===== src/rtl/eq_req_issuer.sv =====
// Requester-side EQ endpoint: packs one core event into a request head,
// issues it, waits for the response (or a timeout) and returns it to the core.
module eq_req_issuer #(
    parameter int EQ_REQ_HEAD_WIDTH  = 64,
    parameter int EQ_RESP_HEAD_WIDTH = 128,
    parameter int EQN_W              = 8,
    parameter int TIMEOUT_CYCLES     = 1024
) (
    input  logic                          clk,
    input  logic                          rst_n,
    input  logic                          ev_valid,
    output logic                          ev_ready,
    input  logic [EQN_W-1:0]              ev_eqn,
    input  logic [7:0]                    ev_type,
    input  logic [31:0]                   ev_param,
    output logic                          eq_req_valid,
    output logic [EQ_REQ_HEAD_WIDTH-1:0]  eq_req_head,
    input  logic                          eq_req_ready,
    input  logic                          eq_resp_valid,
    input  logic [EQ_RESP_HEAD_WIDTH-1:0] eq_resp_head,
    output logic                          eq_resp_ready,
    output logic                          done_valid,
    output logic [EQ_RESP_HEAD_WIDTH-1:0] done_head,
    output logic                          done_timeout,
    input  logic                          done_ready,
    output logic [31:0]                   stat_req_cnt,
    output logic [15:0]                   stat_timeout_cnt,
    output logic [15:0]                   stat_stray_cnt
);

    typedef enum logic [1:0] {
        IDLE,
        REQ,
        WAIT,
        DONE
    } state_e;

    localparam bit        TMO_EN   = (TIMEOUT_CYCLES != 0);
    localparam logic [15:0] TMO_LAST = 16'(TIMEOUT_CYCLES - 1);

    state_e                          state_q, state_d;
    logic [EQ_REQ_HEAD_WIDTH-1:0]    req_head_q, req_head_d;
    logic [EQ_RESP_HEAD_WIDTH-1:0]   done_head_q, done_head_d;
    logic                            done_tmo_q, done_tmo_d;
    logic [15:0]                     timer_q, timer_d;
    logic [31:0]                     req_cnt_q, req_cnt_d;
    logic [15:0]                     tmo_cnt_q, tmo_cnt_d;
    logic [15:0]                     stray_cnt_q, stray_cnt_d;
    logic                            rdy_q;
    logic                            resp_fire;

    // rdy_q keeps every handshake closed while reset is applied
    assign resp_fire     = eq_resp_valid & rdy_q;
    assign ev_ready      = (state_q == IDLE) & rdy_q;
    assign eq_req_valid  = (state_q == REQ);
    assign done_valid    = (state_q == DONE);
    assign eq_req_head   = req_head_q;
    assign eq_resp_ready = rdy_q;
    assign done_head     = done_head_q;
    assign done_timeout  = done_tmo_q;
    assign stat_req_cnt  = req_cnt_q;
    assign stat_timeout_cnt = tmo_cnt_q;
    assign stat_stray_cnt   = stray_cnt_q;

    always_comb begin
        state_d     = state_q;
        req_head_d  = req_head_q;
        done_head_d = done_head_q;
        done_tmo_d  = done_tmo_q;
        timer_d     = timer_q;
        req_cnt_d   = req_cnt_q;
        tmo_cnt_d   = tmo_cnt_q;
        stray_cnt_d = stray_cnt_q;

        if (resp_fire && state_q != WAIT && stray_cnt_q != 16'hFFFF) begin
            stray_cnt_d = stray_cnt_q + 16'd1;
        end

        unique case (state_q)
            IDLE: begin
                if (ev_valid && rdy_q) begin
                    req_head_d = EQ_REQ_HEAD_WIDTH'({ev_param, ev_type, ev_eqn});
                    state_d    = REQ;
                end
            end
            REQ: begin
                if (eq_req_ready) begin
                    req_cnt_d = req_cnt_q + 32'd1;
                    timer_d   = 16'd0;
                    state_d   = WAIT;
                end
            end
            WAIT: begin
                // a response on the terminal count still wins over the timeout
                if (resp_fire) begin
                    done_head_d = eq_resp_head;
                    done_tmo_d  = 1'b0;
                    state_d     = DONE;
                end else if (TMO_EN && timer_q == TMO_LAST) begin
                    done_head_d = '0;
                    done_tmo_d  = 1'b1;
                    if (tmo_cnt_q != 16'hFFFF) begin
                        tmo_cnt_d = tmo_cnt_q + 16'd1;
                    end
                    state_d = DONE;
                end else begin
                    timer_d = timer_q + 16'd1;
                end
            end
            DONE: begin
                if (done_ready) begin
                    state_d = IDLE;
                end
            end
            default: state_d = IDLE;
        endcase
    end

    always_ff @(posedge clk or negedge rst_n) begin
        if (!rst_n) begin
            state_q     <= IDLE;
            req_head_q  <= '0;
            done_head_q <= '0;
            done_tmo_q  <= 1'b0;
            timer_q     <= '0;
            req_cnt_q   <= '0;
            tmo_cnt_q   <= '0;
            stray_cnt_q <= '0;
            rdy_q       <= 1'b0;
        end else begin
            state_q     <= state_d;
            req_head_q  <= req_head_d;
            done_head_q <= done_head_d;
            done_tmo_q  <= done_tmo_d;
            timer_q     <= timer_d;
            req_cnt_q   <= req_cnt_d;
            tmo_cnt_q   <= tmo_cnt_d;
            stray_cnt_q <= stray_cnt_d;
            rdy_q       <= 1'b1;
        end
    end

endmodule


===== config.mk =====
export PLATFORM = sky130hd
export DESIGN_NAME = eq_req_issuer
export DESIGN_NICKNAME = d
export VERILOG_FILES = /design/src/rtl/eq_req_issuer.sv
export SDC_FILE = /design/constraint.sdc
export NUM_CORES = 1
export LEC_CHECK = 0
export ABC_AREA = 0
export CELL_PAD_IN_SITES_DETAIL_PLACEMENT = 1
export CELL_PAD_IN_SITES_GLOBAL_PLACEMENT = 1
export CORE_MARGIN = 2
export CORE_UTILIZATION = 33
export DETAILED_ROUTE_END_ITERATION = 8
export HOLD_SLACK_MARGIN = 0.03
export PLACE_DENSITY_LB_ADDON = 0.2
export SLEW_MARGIN = 30
export SYNTH_ARGS = -nofsm -noshare
export SYNTH_HDL_FRONTEND = slang
export SYNTH_SLANG_ARGS = --single-unit

===== constraint.sdc =====
create_clock -name clk -period 2.8 [get_ports clk]
set_input_delay 0.28 -clock clk [delete_from_list [all_inputs] [get_ports clk]]
set_output_delay 0.28 -clock clk [all_outputs]
set_load 0.02 [all_outputs]

### Word level (Yosys, flattened, before mapping)

Cells that the tools add are included.

| storage, ports and cells | value |
|---|---|
| input bits | 182 |
| flip-flop bits (word level) | 260 |
| output and inout bits | 261 |
| logic and storage cells | 55 |

| cells by class | value |
|---|---|
| eq/ne operators | 13 |
| add/sub/neg operators | 4 |
| bitwise gates (word level) | 3 |
| mux-type cells | 14 |
| reduce and logical (&&, ||, !) cells | 12 |

Operators by type and width:

| operator | number |
|---|---|
| $mux 128 | 2 |
| $add 16x1->16 const B | 3 |
| $mux 16 | 3 |
| $add 32x1->32 const B | 1 |
| $ne 16x16->1 const B | 2 |
| $pmux 16 s2 | 1 |
| $eq 16x10->1 const B | 1 |
| $reduce_and 4->1 | 3 |
| $mux 2 | 5 |
| $pmux 2 s4 | 1 |
| $ne 2x1->1 const B | 3 |
| $ne 2x2->1 const B | 3 |
| $reduce_and 2->1 | 3 |
| $eq 2x2->1 const B | 2 |
| $reduce_bool 2->1 | 2 |
| $logic_and 1x1->1 | 3 |
| $ne 3x3->1 const B | 1 |
| $and 1x1->1 | 2 |
| $eq 2x1->1 const B | 1 |
| $logic_not 2->1 | 1 |
| $mux 1 | 2 |
| $not 1->1 | 1 |

### Longest topological paths before layout

Gate-level depths: netlist of the first run.

| depth | value |
|---|---|
| depth in word-level cells | 4 |
| depth in mapped cells | 9 |
| depth with buffers taken out | 7 |

### Worst setup path before layout of the first run

OpenSTA, ideal clock, no wires.

| timing path | value |
|---|---|
| path type | reg-to-reg |
| start | register state_q[0] |
| end | register timer_q[8] |
| setup time | 0.110 ns |
| data arrival time | 2.217 ns |
| required time | 2.690 ns |
| path buffers | 2 |
| clock period less this slack | 2.327 ns |
| path slack | 0.473 ns |
| cell stages (with the launch flop) | 10 |
| cell sequence | dfrtp_1 inv_1 ha_1 or4bb_1 nor4_1 or3_1 clkbuf_1 clkbuf_1 o21ai_0 o41ai_1 |

| on the way | value |
|---|---|
| word-level cells in the longest chain between the ends | 3 |
| elaborated cells on any way between the ends | 8 |
| those cells by class | 5 x eq/ne; 1 x mux; 2 x reduce/logical |

RTL lines:

| element | line | source |
|---|---|---|
| from (decl) | 41 | `state_e state_q, state_d;` |
| from (signal assigned) | 131 | `state_q <= state_d;` |
| $eq 2x2->1 or $eq 2x1->1 (tied branches) | 79 | `unique case (state_q)` |
| $ne 2x2->1 (no source line) (tied with other cells) | -- |  |
| $reduce_and 4->1 (no source line) | -- |  |
| to (signal assigned) | 135 | `timer_q <= timer_d;` |
| to (decl) | 45 | `logic [15:0] timer_q, timer_d;` |

Several ways; a longest one is shown, not always the timed one.
A chain may end at the register's enable or synchronous reset.

### Final worst setup path of the first run

Same ends and word-level chain as after synthesis.

==> metrics, run 1 <==
Port Buf Inserts 426; ANT nets after route 0; Post-CTS Resized 0; PD cells 1060 nW/um^2; total die area 32900 sq um; share of cells above drive strength 1 11.0%; crit-path max FO 16; Netlist cell types 39; Slew Limit Headroom 46.2%; synthesized flop and latch total 260; All-Layer GR Usage 21.6%; Mapped Cells 799; CTS tree yes; Critical Path RT 3230 ps; DIE HEIGHT 181 microns; RSZ-0062 raised after global routing false; commonest cells after routing, fill and taps aside clkdlybuf4s50_1, dfrtp_1, a22o_1; drt first pass iters 4; Post-synth EDFFs 0; fmax 409 MHz; fin util 53.0%; max_cap viols 0; Mean Syn Cell Area 13.0 sq um; gpl congestion 0.774; row cnt 64; placed cells 1601; Slew Limit Fails 0; initial drt markers 472; CP Launch Type register; maximum clock path buffer count 3; TritonCTS Buffers 30; I/O Pins 443; top_reg_cell synth dfrtp_1; fin nets 1429; asr flop ratio synth 100%; status finished clean; post-layout minimum cycle time 2450 ps; R2R Path Start state_q[0]; CTS H-tree depth 1; Starting Density 33.7%; worst clock skew 10.9 ps; Residual DRC 0; Yosys warnings 0; Final period util 87.3%; Setup Buffers After CTS 0; Finish-stage setup viols 0; critical path launch point state_q[0]; Worst-Margin Slew 807 ps; CP arrival 2880 ps; Worst Hold Margin 338 ps; Hold Path Origin eq_resp_head[66]; die span in x 181 microns; vias in the first global route 9113; leakage 7.20 nW; VDD IR max 0.621 mV; core area 30700 sq um; worst skew pair latency 550 ps; most common cell after layout, fill and taps aside clkdlybuf4s50_1; clock sinks 260; first-pass GRT wire length 55.7 mm; Wirelength per Cell 21.7 microns; sequential cell area fraction in the yosys report 62.7%; CP Capture Type register; final setup TNS 0 ps; root buf cell clkbuf_16; initial antenna violation count 5; Total Power 17.2 mW; via/cell ratio 5.00; gr ovfl total 0; Hold Vio Cnt, Final 0; Filler Cells Inserted 3152; synthesized area 10400 sq um; DPL Wire Length 26.1 mm; routed wire length 36.0 mm; Via Count 8299; Clock Pin Slew Worst Setup and Hold Paths 60 ps; P&R area growth vs syn 56.9%; largest net degree at the start of global routing 130; Hold Buf Count CTS 1; kind of critical path reg -> reg; final instance count without filler cells 1660; worst hold path type in -> reg
-- worst paths after layout --
path                                     to  slack (ps)  cells after the start
hold / removal                done_head[66]         340                      2
setup / recovery                 timer_q[8]         350                      8
max in group asynchronous       timer_q[15]        1660                      3
min in group asynchronous   eq_req_head[24]         360                      2
setup reg to reg                 timer_q[8]         350                      8
hold reg to reg            stat_req_cnt[31]         470                      1
-- cells in the mapped netlist (2+ instances only) --
master / n / area, sq um
mux2i_1: 2 / 20.0
and2_1: 8 / 50.1
clkbuf_1: 33 / 124
or3_1: 6 / 37.5
and4_1: 6 / 52.6
or2_2: 3 / 18.8
and3_1: 7 / 43.8
a22o_1: 129 / 1130
a21oi_1: 5 / 25.0
xnor2_1: 33 / 289
o31ai_1: 3 / 22.5
nand2b_1: 3 / 18.8
buf_1: 6 / 22.5
dfrtp_1: 260 / 6510
nand2_1: 48 / 180
mux2_2: 53 / 597
nor4_4: 2 / 42.5
nand4_1: 15 / 93.8
buf_4: 17 / 128
nor2_1: 23 / 86.3
xor2_1: 24 / 210
nor3_1: 19 / 95.1
o41ai_1: 3 / 26.3
inv_1: 10 / 37.5
conb_1: 2 / 7.51
nand3_1: 33 / 165
o21a_1: 2 / 15.0
o21ai_0: 21 / 105
ha_1: 9 / 113
nor4_1: 5 / 31.3
-- metrics by stage --
stage / instance area, sq um / worst slack, ps
2_1_floorplan: 10400 / 473
3_3_place_gp: 15200 / 307
3_5_place_dp: 15200 / 365
4_1_cts: 16300 / 327
5_1_grt: 16300 / 87.2
6_report: 16300 / 354
-- registers in the layout, summed over array words and instances, names as in the netlist --
register          flops
done_head           128
done_timeout          1
eq_req_head          48
eq_resp_ready         1
stat_req_cnt         32
stat_stray_cnt       16
stat_timeout_cnt     16
state_q               2
timer_q              16
-- cell families (layout without fill, tap and decap cells) --
logic type | after synthesis | in the layout | synth area share (%)
flip-flops | 260 | 260 | 62.7
other | 2 | 21 | 0.0724
XOR/XNOR | 57 | 57 | 4.81
buffers and inverters | 66 | 512 | 3.00
multiplexers | 55 | 55 | 5.94
AND/OR/NAND/NOR | 185 | 185 | 9.46
adder cells (fa/ha/maj) | 9 | 9 | 1.09
AO/OA/AOI/OAI | 165 | 165 | 12.9
-- per-layer routing --
| metal | share of wire [%] | track usage (%) |
|---|---|---|
| met5 | 0.031 | 0 |
| met2 | 50 | 37.3 |
| met4 | 2.5 | 6.57 |
| met1 | 39 | 25.6 |
| met3 | 8.6 | 7.20 |
-- critical path, cell delays in order (launching register included) --
cell     delay (ps)
dfrtp_1         410
inv_1           110
ha_1            210
or4bb_1         490
nor4_1          190
buf_4           180
or3_1           440
o21ai_0         200
o41ai_1          90
-- where the power goes --
part           switching [mW]  internal, mW  leakage (nW)
registers               0.877          5.08          3.32
clock network            1.59          2.55         0.527
logic                    3.51          3.58          3.36
total                    5.98          11.2          7.20
-- final cells by class --
class | count | area, sq um | share of cell area, %
Sequential cell | 260 | 6510 | 40.0
Timing Repair Buffer | 448 | 4540 | 27.9
Multi-Input combinational cell | 488 | 3640 | 22.3
Clock buffer | 40 | 880 | 5.40
Tap cell | 396 | 495 | 3.04
Clock inverter | 14 | 173 | 1.06
Inverter | 10 | 37.5 | 0.231
Antenna cell | 4 | 10.0 | 0.0615
Note: power is estimated with default switching activity, not from simulation.
==> inputs of run 2 (changes only) <==
Settings changed: CORE_MARGIN 2 to 3.
==> metrics, run 2 (synthesis gave the netlist of run 1 again) <==
worst stage delay on the critical path 680 ps; PD cells 1060 nW/um^2; R2R Path Start timer_q[0]; Setup Buffers After CTS 0; Port Buf Inserts 426; crit path cell chain ha_1, nand4_1, nor4_1, buf_4, nor2_4, buf_4, a22o_1; CTS H-tree depth 1; ANT nets after route 0; DPL Wire Length 27.0 mm; max reg flops 128; initial drt markers 279; die span in x 183 microns; row cnt 64; Finish-stage setup viols 0; status finished clean; CP Buf/Inv Count 2; Final period util 91.7%; VDD IR max 0.667 mV; total die area 33600 sq um; worst r2r dst done_head[8]; TritonCTS Buffers 29; share of cells above drive strength 1 10.7%; max_cap viols 0; crit-path max FO 26; DIE HEIGHT 183 microns; Clock Pin Slew Worst Setup and Hold Paths 60 ps; vias in the first global route 8928; worst hold path type in -> async; Slew Limit Headroom 41.3%; RSZ-0062 raised after global routing false; Design Area, Final 16200 sq um; gr ovfl total 0; Starting Density 33.7%; Filler Cells Inserted 3127; routed wire length 37.0 mm; CP Capture Type register; Post-CTS Resized 0; All-Layer GR Usage 21.3%; most common cell after layout, fill and taps aside clkdlybuf4s50_1; CP Launch Type register; clock sinks 260; initial antenna violation count 7; Critical Path RT 3270 ps; Register Area 6510 sq um; worst clock skew 9.56 ps; Worst Hold Margin 333 ps; root buf cell clkbuf_16; first-pass GRT wire length 55.8 mm; CP arrival 3040 ps; via/cell ratio 4.99; post-layout minimum cycle time 2570 ps; leakage 7.16 nW; Hold Vio Cnt, Final 0; R2R cell count 7; Via Count 8270; worst skew pair latency 540 ps; core area 30800 sq um; P&R area growth vs syn 56.1%; gpl congestion 0.824; maximum clock path buffer count 3; Wirelength per Cell 22.3 microns; fin nets 1426; drt first pass iters 4; Residual DRC 0; flop-to-flop setup slack 230 ps; Critical-path top delay cell nor2_4; kind of critical path reg -> reg; final setup TNS 0 ps; commonest cells after routing, fill and taps aside clkdlybuf4s50_1, dfrtp_1, a22o_1; I/O Pins 443; CP top delay family simple AND/OR/NAND/NOR gates; CTS tree yes; Slew Limit Fails 0; Critical Path Most Common Cell buf_4; Area after DPL 15200 sq um; largest net degree at the start of global routing 130; Total Power 17.1 mW; Worst-Margin Slew 879 ps; fmax 389 MHz; Multi-input gate area 3640 sq um
==> run 2: timing repair <==
item | in CTS | in global routing
hold buffers | 1 | 0
endpoints found under the setup margin | 0 | 0
endpoints found under the hold margin | 77 | 0
==> run 2: metrics by stage <==
step	setup WS, ps	utilization (%)	instances
finish	231	52.6	1658
global placement	297	49.1	1599
global route	78.3	52.6	1658
floorplan	473	-	814
CTS	155	52.5	1652
detailed placement	193	49.1	1599
==> run 2: report_power, final <==
group / switching, mW / leakage (nW) / internal [mW]
registers: 0.868 / 3.32 / 5.08
logic: 3.53 / 3.33 / 3.56
clock network: 1.57 / 0.512 / 2.53
total: 5.96 / 7.16 / 11.2
==> run 2: how the worst max path moves through the flow <==
stage	from	end	slack (ps)	depth (start not counted)
2_1_floorplan	state_q[0]	timer_q[8]	470	9
3_3_place_gp	timer_q[0]	done_head[14]	300	7
3_5_place_dp	timer_q[0]	done_head[116]	190	7
4_1_cts	timer_q[0]	done_head[8]	150	7
5_1_grt	timer_q[0]	done_head[114]	80	7
6_report	timer_q[0]	done_head[8]	230	7
==> run 2: layout make-up <==
cell class / count / area share [%]
repair buffers: 446 / 27.7
flip-flops and latches: 260 / 40.2
clock buffers: 38 / 5.12
inverters: 10 / 0.232
well taps: 396 / 3.06
diodes: 6 / 0.0927
multi-input cells: 488 / 22.5
clock inverters: 14 / 1.22
==> run 2: routing by layer <==
| layer | GRT usage (%) | up-vias | share of wire (%) |
|---|---|---|---|
| met5 | 0 | - | 0.035 |
| met2 | 35.8 | 305 | 49 |
| li1 | - | 3739 | - |
| met3 | 7.16 | 59 | 8.5 |
| met4 | 7.07 | 2 | 2.8 |
| met1 | 25.8 | 4165 | 39 |
==> inputs of run 3 (changes only) <==
Settings changed: ABC_AREA 0 to 1, CORE_UTILIZATION 33 to 32, CTS_CLUSTER_DIAMETER from default to 120.
==> metrics, run 3 <==
Port Buf Inserts 426; share of cells above drive strength 1 7.35%; synthesized flop and latch total 260; setup ws final 407 ps; largest net degree at the start of global routing 132; Post-synth EDFFs 0; Total Power 17.3 mW; sequential cell area fraction in the yosys report 56.1%; fin util 48.6%; synthesized area 11600 sq um; final setup TNS 0 ps; clock sinks 260; TritonCTS Buffers 31; maximum clock path buffer count 3; CTS H-tree depth 1; Mapped Cells 1325; worst slack at placement 630 ps; CP Capture Type output pin; leakage 8.13 nW; Slew Limit Headroom 51.8%; Finish-stage setup viols 0; gpl congestion 0.811; kind of critical path reg -> out; Critical Path RT 2520 ps; commonest cells after routing, fill and taps aside nand2_1, clkdlybuf4s50_1, dfrtp_1; VDD IR max 0.589 mV; Yosys top cell area share 56.1%; Slew Limit Fails 0; Final period util 85.5%; DIE HEIGHT 196 microns; most common cell after layout, fill and taps aside nand2_1; Post-CTS Resized 0; worst hold path type in -> reg; CP arrival 2110 ps; largest cells by area after synthesis dfrtp_1, nand2_1, mux2_2; worst clock skew 22.5 ps; PD cells 996 nW/um^2; gr ovfl total 0; routed wire length 42.2 mm; top_reg_cell synth dfrtp_1; initial drt markers 363; Starting Density 32.5%; crit-path max FO 4; root buf cell clkbuf_16; drt first pass iters 4; RSZ-0062 raised after global routing false; CTS tree yes; worst skew pair latency 560 ps; core area 35700 sq um; DPL Wire Length 32.2 mm; post-layout minimum cycle time 2390 ps; ANT nets after route 0; total die area 38500 sq um; most frequent cell after synthesis nand2_1; die span in x 196 microns; Wirelength per Cell 18.8 microns; via/cell ratio 4.59; P&R area growth vs syn 49.4%; CP Launch Type register; vias in the first global route 11252; Mean Syn Cell Area 8.75 sq um; Residual DRC 0; initial antenna violation count 5; Area after DPL 16300 sq um; fin nets 1951; max_cap viols 0; status finished clean; area leader, netlist dfrtp_1; Clock Pin Slew Worst Setup and Hold Paths 60 ps; Netlist cell types 32; max reg flops 128; first-pass GRT wire length 65.2 mm; Yosys warnings 0; All-Layer GR Usage 21.4%; I/O Pins 443; fmax 418 MHz; Worst-Margin Slew 723 ps; Via Count 10328; Hold Vio Cnt, Final 0; Design Area, Final 17300 sq um; asr flop ratio synth 100%; Commonest cells post-synth nand2_1, dfrtp_1, nor2_1; row cnt 69
-- run 3: cell count changes in the layout (fill, tap and decap cells not counted), moves of 8 or more --
cell / change
a22o_1: -129
and2_1: -8
inv_1: +46
nand2_1: +603
nand3_1: +13
nor2_1: +61
nor3_1: -8
-- run 3: where the power goes --
| group | internal (mW) | switching [mW] | total (mW) |
|---|---|---|---|
| clock network | 2.44 | 1.62 | 4.05 |
| logic | 3.27 | 3.96 | 7.23 |
| registers | 5.09 | 0.873 | 5.97 |
-- run 3: path summary, 6_finish.rpt --
kind	start	to	slack, ps	depth (start not counted)
worst min-delay path	eq_resp_head[16]	done_head[16]	250	3
worst max-delay path	state_q[0]	ev_ready	410	5
max in group asynchronous	rst_n	done_head[19]	1620	3
worst min register to register	done_head[52]	done_head[52]	470	2
min in group asynchronous	rst_n	stat_req_cnt[9]	360	2
worst max register to register	state_q[0]	timer_q[8]	640	10
-- run 3: layout make-up --
class / count / area [sq um]
antenna: 5 / 12.5
clock buffer: 46 / 922
multi-input combinational: 967 / 4550
sequential: 260 / 6510
tap: 461 / 577
clock inverter: 9 / 98.8
fill: 4119 / 18300
timing repair buffer: 442 / 4440
inverter: 58 / 218
-- run 3: timing repair --
| action | in CTS | in global routing |
|---|---|---|
| hold endpoints to repair | 75 | 0 |
| buffers inserted | 0 | 0 |
| hold buffers | 1 | 0 |
-- run 3: kinds of logic (layout without fill, tap and decap cells) --
logic type,after synthesis,after routing,share of synthesized area (%)
muxes,48,48,4.66
and+or+nand+nor,818,818,27.8
adders and majority gates,9,9,0.971
xor gates and xnor gates,55,55,4.16
AOI/OAI and AO/OA,20,20,0.928
other,2,22,0.0648
buffers and inverters,113,555,5.25
DFF,260,260,56.1
-- run 3: worst max-delay path, stage by stage, from the launching register on --
cell             delay, ps
dfrtp_1                430
inv_1                  120
ha_1                   170
nand2_1                 60
inv_1                   80
clkdlybuf4s50_1        680
-- run 3: layer usage --
metal / GRT usage (%) / share of wire [%]
met3: 6.82 / 7.4
met1: 25.9 / 40
met5: 0 / 0.017
met2: 36.9 / 49
met4: 6.07 / 2.8
-- run 3: per-stage QoR --
step                      std cells  hold slack (ps)
after global placement         2187              369
after global routing           2246              235
after detailed placement       2187              368
after floorplan                1340            -15.6
final                          2248              253
after CTS                      2243              216
